**config.mk**
```make
export PLATFORM = sky130hd
export DESIGN_NAME = pwm_fade_scheduler
export DESIGN_NICKNAME = d
export VERILOG_FILES = /design/src/rtl/pwm_fade_scheduler.sv
export SDC_FILE = /design/constraint.sdc
export NUM_CORES = 1
export LEC_CHECK = 0
export ABC_CLOCK_PERIOD_IN_PS = 9600
export CORE_ASPECT_RATIO = 0.9
export CORE_MARGIN = 2
export CORE_UTILIZATION = 50
export CTS_CLUSTER_DIAMETER = 150
export CTS_CLUSTER_SIZE = 8
export DETAILED_ROUTE_END_ITERATION = 16
export PLACE_DENSITY = 0.74
export SYNTH_ARGS = -nofsm -noshare
export SYNTH_HDL_FRONTEND = slang
export SYNTH_SLANG_ARGS = --single-unit
export TNS_END_PERCENT = 30
```
**constraint.sdc**
```tcl
create_clock -name clk -period 9.6 [get_ports clk]
set_clock_uncertainty 0.1 [all_clocks]
set_input_delay 2.4 -clock clk [delete_from_list [all_inputs] [get_ports clk]]
set_output_delay 2.4 -clock clk [all_outputs]
set_load 0.02 [all_outputs]
```
**src/rtl/pwm_fade_scheduler.sv**
```systemverilog
// pwm_fade_scheduler: per-channel duty targets are accepted over a valid/ready
// handshake. On every fade tick one shared ramp engine sweeps all channels,
// one per cycle, moving each channel's current duty toward its target by at
// most STEP. The current duties drive a bank of PWM generators.
module pwm_fade_scheduler #(
  parameter int CHANNELS = 8,
  parameter int DUTY_W   = 16,
  parameter int MAX_DUTY = 14000,
  parameter int STEP     = 1,
  parameter int TICK_DIV = 125000,
  parameter int CHAN_W   = $clog2(CHANNELS)
) (
  input  logic                         clk,
  input  logic                         rst_n,
  input  logic                         req_valid,
  output logic                         req_ready,
  input  logic [CHAN_W-1:0]            req_chan,
  input  logic [DUTY_W-1:0]            req_target,
  output logic                         req_err,
  output logic [CHANNELS*DUTY_W-1:0]   duty_flat,
  output logic [CHANNELS-1:0]          ch_busy,
  output logic                         all_idle
);

  localparam int IDX_W  = $clog2(CHANNELS);
  localparam int TCNT_W = $clog2(TICK_DIV);
  localparam logic [DUTY_W:0]   STEP_X = (DUTY_W+1)'(STEP);
  localparam logic [DUTY_W-1:0] MAX_D  = DUTY_W'(MAX_DUTY);

  typedef enum logic {IDLE = 1'b0, SWEEP = 1'b1} state_t;

  state_t              state, state_nxt;
  logic [IDX_W-1:0]    idx, idx_nxt;
  logic [TCNT_W-1:0]   tcnt;
  logic                tick;
  logic [DUTY_W-1:0]   cur [CHANNELS];
  logic [DUTY_W-1:0]   tgt [CHANNELS];
  logic [DUTY_W-1:0]   sel_cur, sel_tgt, cur_nxt, tgt_clamped;
  logic [DUTY_W:0]     cur_x, tgt_x, diff, stp, nxt_x;
  logic                accept, chan_ok;

  assign tick        = (tcnt == TCNT_W'(TICK_DIV - 1));
  assign accept      = req_valid && req_ready;
  assign chan_ok     = ({1'b0, req_chan} < (CHAN_W+1)'(CHANNELS));
  assign tgt_clamped = (req_target > MAX_D) ? MAX_D : req_target;

  // Free-running fade tick divider; runs in every state so no tick is lost.
  always_ff @(posedge clk or negedge rst_n) begin
    if (!rst_n)    tcnt <= '0;
    else if (tick) tcnt <= '0;
    else           tcnt <= tcnt + TCNT_W'(1);
  end

  // FSM state and sweep index registers.
  always_ff @(posedge clk or negedge rst_n) begin
    if (!rst_n) begin
      state <= IDLE;
      idx   <= '0;
    end else begin
      state <= state_nxt;
      idx   <= idx_nxt;
    end
  end

  // Next-state: a tick launches a CHANNELS-cycle sweep; ready only in IDLE.
  always_comb begin
    state_nxt = state;
    idx_nxt   = idx;
    req_ready = 1'b0;
    case (state)
      IDLE: begin
        req_ready = 1'b1;
        if (tick) begin
          state_nxt = SWEEP;
          idx_nxt   = '0;
        end
      end
      SWEEP: begin
        if (idx == IDX_W'(CHANNELS - 1)) begin
          state_nxt = IDLE;
          idx_nxt   = '0;
        end else begin
          idx_nxt = idx + IDX_W'(1);
        end
      end
      default: state_nxt = IDLE;
    endcase
  end

  // Ramp engine: step the visited channel toward its target without overshoot.
  always_comb begin
    sel_cur = '0;
    sel_tgt = '0;
    for (int unsigned i = 0; i < CHANNELS; i++) begin
      if (idx == IDX_W'(i)) begin
        sel_cur = cur[i];
        sel_tgt = tgt[i];
      end
    end
    cur_x = {1'b0, sel_cur};
    tgt_x = {1'b0, sel_tgt};
    diff  = '0;
    stp   = '0;
    nxt_x = cur_x;
    if (cur_x < tgt_x) begin
      diff  = tgt_x - cur_x;
      stp   = (diff < STEP_X) ? diff : STEP_X;
      nxt_x = cur_x + stp;
    end else if (cur_x > tgt_x) begin
      diff  = cur_x - tgt_x;
      stp   = (diff < STEP_X) ? diff : STEP_X;
      nxt_x = cur_x - stp;
    end
    cur_nxt = nxt_x[DUTY_W-1:0];
  end

  // Current duties, targets and the bad-channel error pulse.
  always_ff @(posedge clk or negedge rst_n) begin
    if (!rst_n) begin
      for (int unsigned i = 0; i < CHANNELS; i++) begin
        cur[i] <= '0;
        tgt[i] <= '0;
      end
      req_err <= 1'b0;
    end else begin
      for (int unsigned i = 0; i < CHANNELS; i++) begin
        if (state == SWEEP && idx == IDX_W'(i))
          cur[i] <= cur_nxt;
        if (accept && chan_ok && req_chan == CHAN_W'(i))
          tgt[i] <= tgt_clamped;
      end
      req_err <= accept && !chan_ok;
    end
  end

  // Status decode and flattened duty bus straight from the registers.
  always_comb begin
    duty_flat = '0;
    ch_busy   = '0;
    for (int unsigned i = 0; i < CHANNELS; i++) begin
      duty_flat[i*DUTY_W +: DUTY_W] = cur[i];
      ch_busy[i]                    = (cur[i] != tgt[i]);
    end
    all_idle = ~|ch_busy;
  end

endmodule
```
==> out/summary.txt <==
First drt pass iteration count = 6
Syn Inst Count = 2,074
Post-DRT Antenna Nets = 0
TNS Setup = 0 ns
CTS tree = yes
Fin crit period = 9.23 ns
Leak = 8.93 nW
CP startpoint kind = register
CP dominant cell by count = o21ai_0
Yosys warnings = 0
Crit path largest cell delay = 0.81 ns
Crit path from = idx[2]
Post-synthesis cell area = 17,600 µm²
Min-delay src = tcnt[5]
DR vias = 17,500
Status = completed
Crit path kind = register to register
Number of synthesized flops with an enable pin = 0
Cts bufs inserted = 40
Post-DP HPWL = 53,500 µm
Die width = 202 µm
WP data arrival = 9.54 ns
Synth top area cells = dfrtp_1 39%, xor2_1 7.7%, o21ai_0 7.1%
Number of global-route vias before repair = 16,500
Commonest cells after routing, fill and taps aside = 327 x nand2_1, 277 x dfrtp_1, 247 x o21ai_0, 167 x nor2_1, 158 x clkdlybuf4s50_1
Design Power = 0.00312 W
Layout cells sized above 1 = 0.0537
Count of final hold-check violations = 0
Yosys cell types = 80
Post-synth top flop = dfrtp_1
Max_cap viols = 0
Async S/R FF share, synth = 1.00
Worst vdd ir = 105 µV
CTS Buffer Depth = 3
Core area = 34,900 µm²
Sequential fraction of the synthesis area = 0.394
Syn avg cell area = 8.48 µm²
CP Capture Type = register
CP max-delay cell = o311ai_0
Wl on met1 = 28,500 µm
Final WL = 71,300 µm
Instance area at placement = 19,600 µm²
FF-to-FF Start = idx[2]
RSZ-0062 raised after global routing = false
Uppermost layer routed = met4
Worst-path clk slew = 0.05 ns
Wire per inst = 26.5 µm
Final setup vio count = 0
PortBufs = 159
Global-route wire length before repair = 106,000 µm
I/O pin count = 161
Max FO, Critical Path = 67
CTS sink count = 277
Least-Margin Pin Slew = 1.46 ns
Grt ovf = 0
Flops & latches, synth = 277
DR WL met2 = 29,800 µm
Type of the worst min-delay path = register to register
Non-Filler Instances = 2,685
Max-slew violations = 0
Inst Count DP = 2,637
Largest area contributor in the netlist = dfrtp_1
Post-route DRC = 0
Placer Congestion = 1.10
Initial antenna violation count = 0
Largest net degree at the start of global routing = 121
CP Data Required Time = 9.91 ns
Die height = 182 µm
Cell area power density = 150 nW/µm²
Worst rel slew slack = 0.0235
Gr usage total = 0.386
Tcrit/Tclk final = 0.961
Worst-Skew Late Latency = 0.54 ns
Area Overhead vs Synth = 18.0%
Layout net count = 2,306
Post-synth top area share = 0.394
FP Rows = 65
H-tree levels = 2
WL met3 = 8740 µm
Starting density of the core = 0.504
Starting DRT DRC Count = 2,402
CTS root buf = clkbuf_16
Final instance area = 20,800 µm²
Die area = 36,700 µm²
Via density = 6.53
Maximum clock rate = 108 MHz
Commonest non-fill, non-tap cell in the layout = nand2_1
cell usage after synthesis (5+ instances only):
master,instances
ha_1,67
a2111oi_0,6
nor4_1,37
inv_1,58
clkbuf_1,101
buf_1,8
nor3_1,18
nand2b_1,9
nor2_1,167
nor2b_1,19
or3_1,9
o31ai_1,5
o21bai_1,5
a21oi_2,12
nand2_1,328
nand3_1,33
buf_2,8
and4_1,5
dfrtp_1,277
xor2_1,154
and3_1,16
mux2i_1,8
and2_1,26
a21o_1,30
nand3b_1,9
o21a_1,10
o211ai_1,40
a31oi_1,21
a21oi_1,106
o21ai_1,11
nor3b_1,6
nand4_1,23
a221oi_1,30
a211oi_1,6
a311oi_1,29
xnor2_1,19
o21ai_0,250
o22ai_1,6
o311ai_0,28
cell families (layout without fill, tap and decap cells):
kind of cell	Yosys count	in the layout	share of synthesized area
buf+inv	180	292	0.0403
flops	277	277	0.394
other cells	2	32	0.000427
compound gates	640	640	0.235
simple gates	722	722	0.187
xor+xnor	173	173	0.0862
mux	9	9	0.00519
fa+ha+maj	71	71	0.0522
where the power goes:
group          internal, W  switching [W]
registers          0.00124       0.000111
logic             0.000177       0.000324
clock network     0.000764       0.000501
sequential cells by signal (all words and copies together), names as in the netlist:
| name | flops |
|---|---|
| tgt | 128 |
| idx | 3 |
| state | 1 |
| tcnt | 17 |
| duty_flat | 128 |
per-layer routing:
metal,track usage,up-vias
met5,0,-
met4,0.183,0
met3,0.102,257
met2,0.575,1270
met1,0.524,8359
li1,-,7645
through the flow:
step | utilization | hold WS (ns) | setup slack (ns)
floorplan | - | 0.359 | 2.14
global placement | 0.562 | 0.384 | 0.570
detailed placement | 0.562 | 0.387 | 0.348
CTS | 0.593 | 0.396 | 0.325
global route | 0.595 | 0.424 | 0.00354
finish | 0.595 | 0.395 | 0.370
what timing repair did:
item	4_1_cts	5_1_grt
endpoints found under the setup margin	0	32
setup buffers	0	3
endpoints found under the hold margin	0	0
hold buffers	0	0
gates resized for setup	0	9
worst paths after layout:
check,end,slack [ns],cells after the start
min in group asynchronous,tgt[2],1.86,1
max in group asynchronous,duty_flat[47],5.94,2
setup / recovery,duty_flat[110],0.37,28
hold reg to reg,tcnt[5],0.39,1
hold / removal,tcnt[5],0.39,1
setup reg to reg,duty_flat[110],0.37,28
cell type report:
cell class	count	area, µm²
Antenna cell	1	2.50
Inverter	59	221
Clock buffer	42	1050
Timing Repair Buffer	189	1820
Multi-Input combinational cell	1646	10100
Clock inverter	2	21.3
Fill cell	3078	14100
Sequential cell	277	6930
Tap cell	469	587
worst max-delay path, delay by kind of cell, from the launching register on:
family,cells,cell delay (ns)
DFF,1,0.79
muxes,1,0.10
and+or+nand+nor,9,2.09
adders and majority gates,3,1.36
buffers and inverters,1,0.29
AOI/OAI and AO/OA,14,4.34
(Power assumes the default switching activity.)
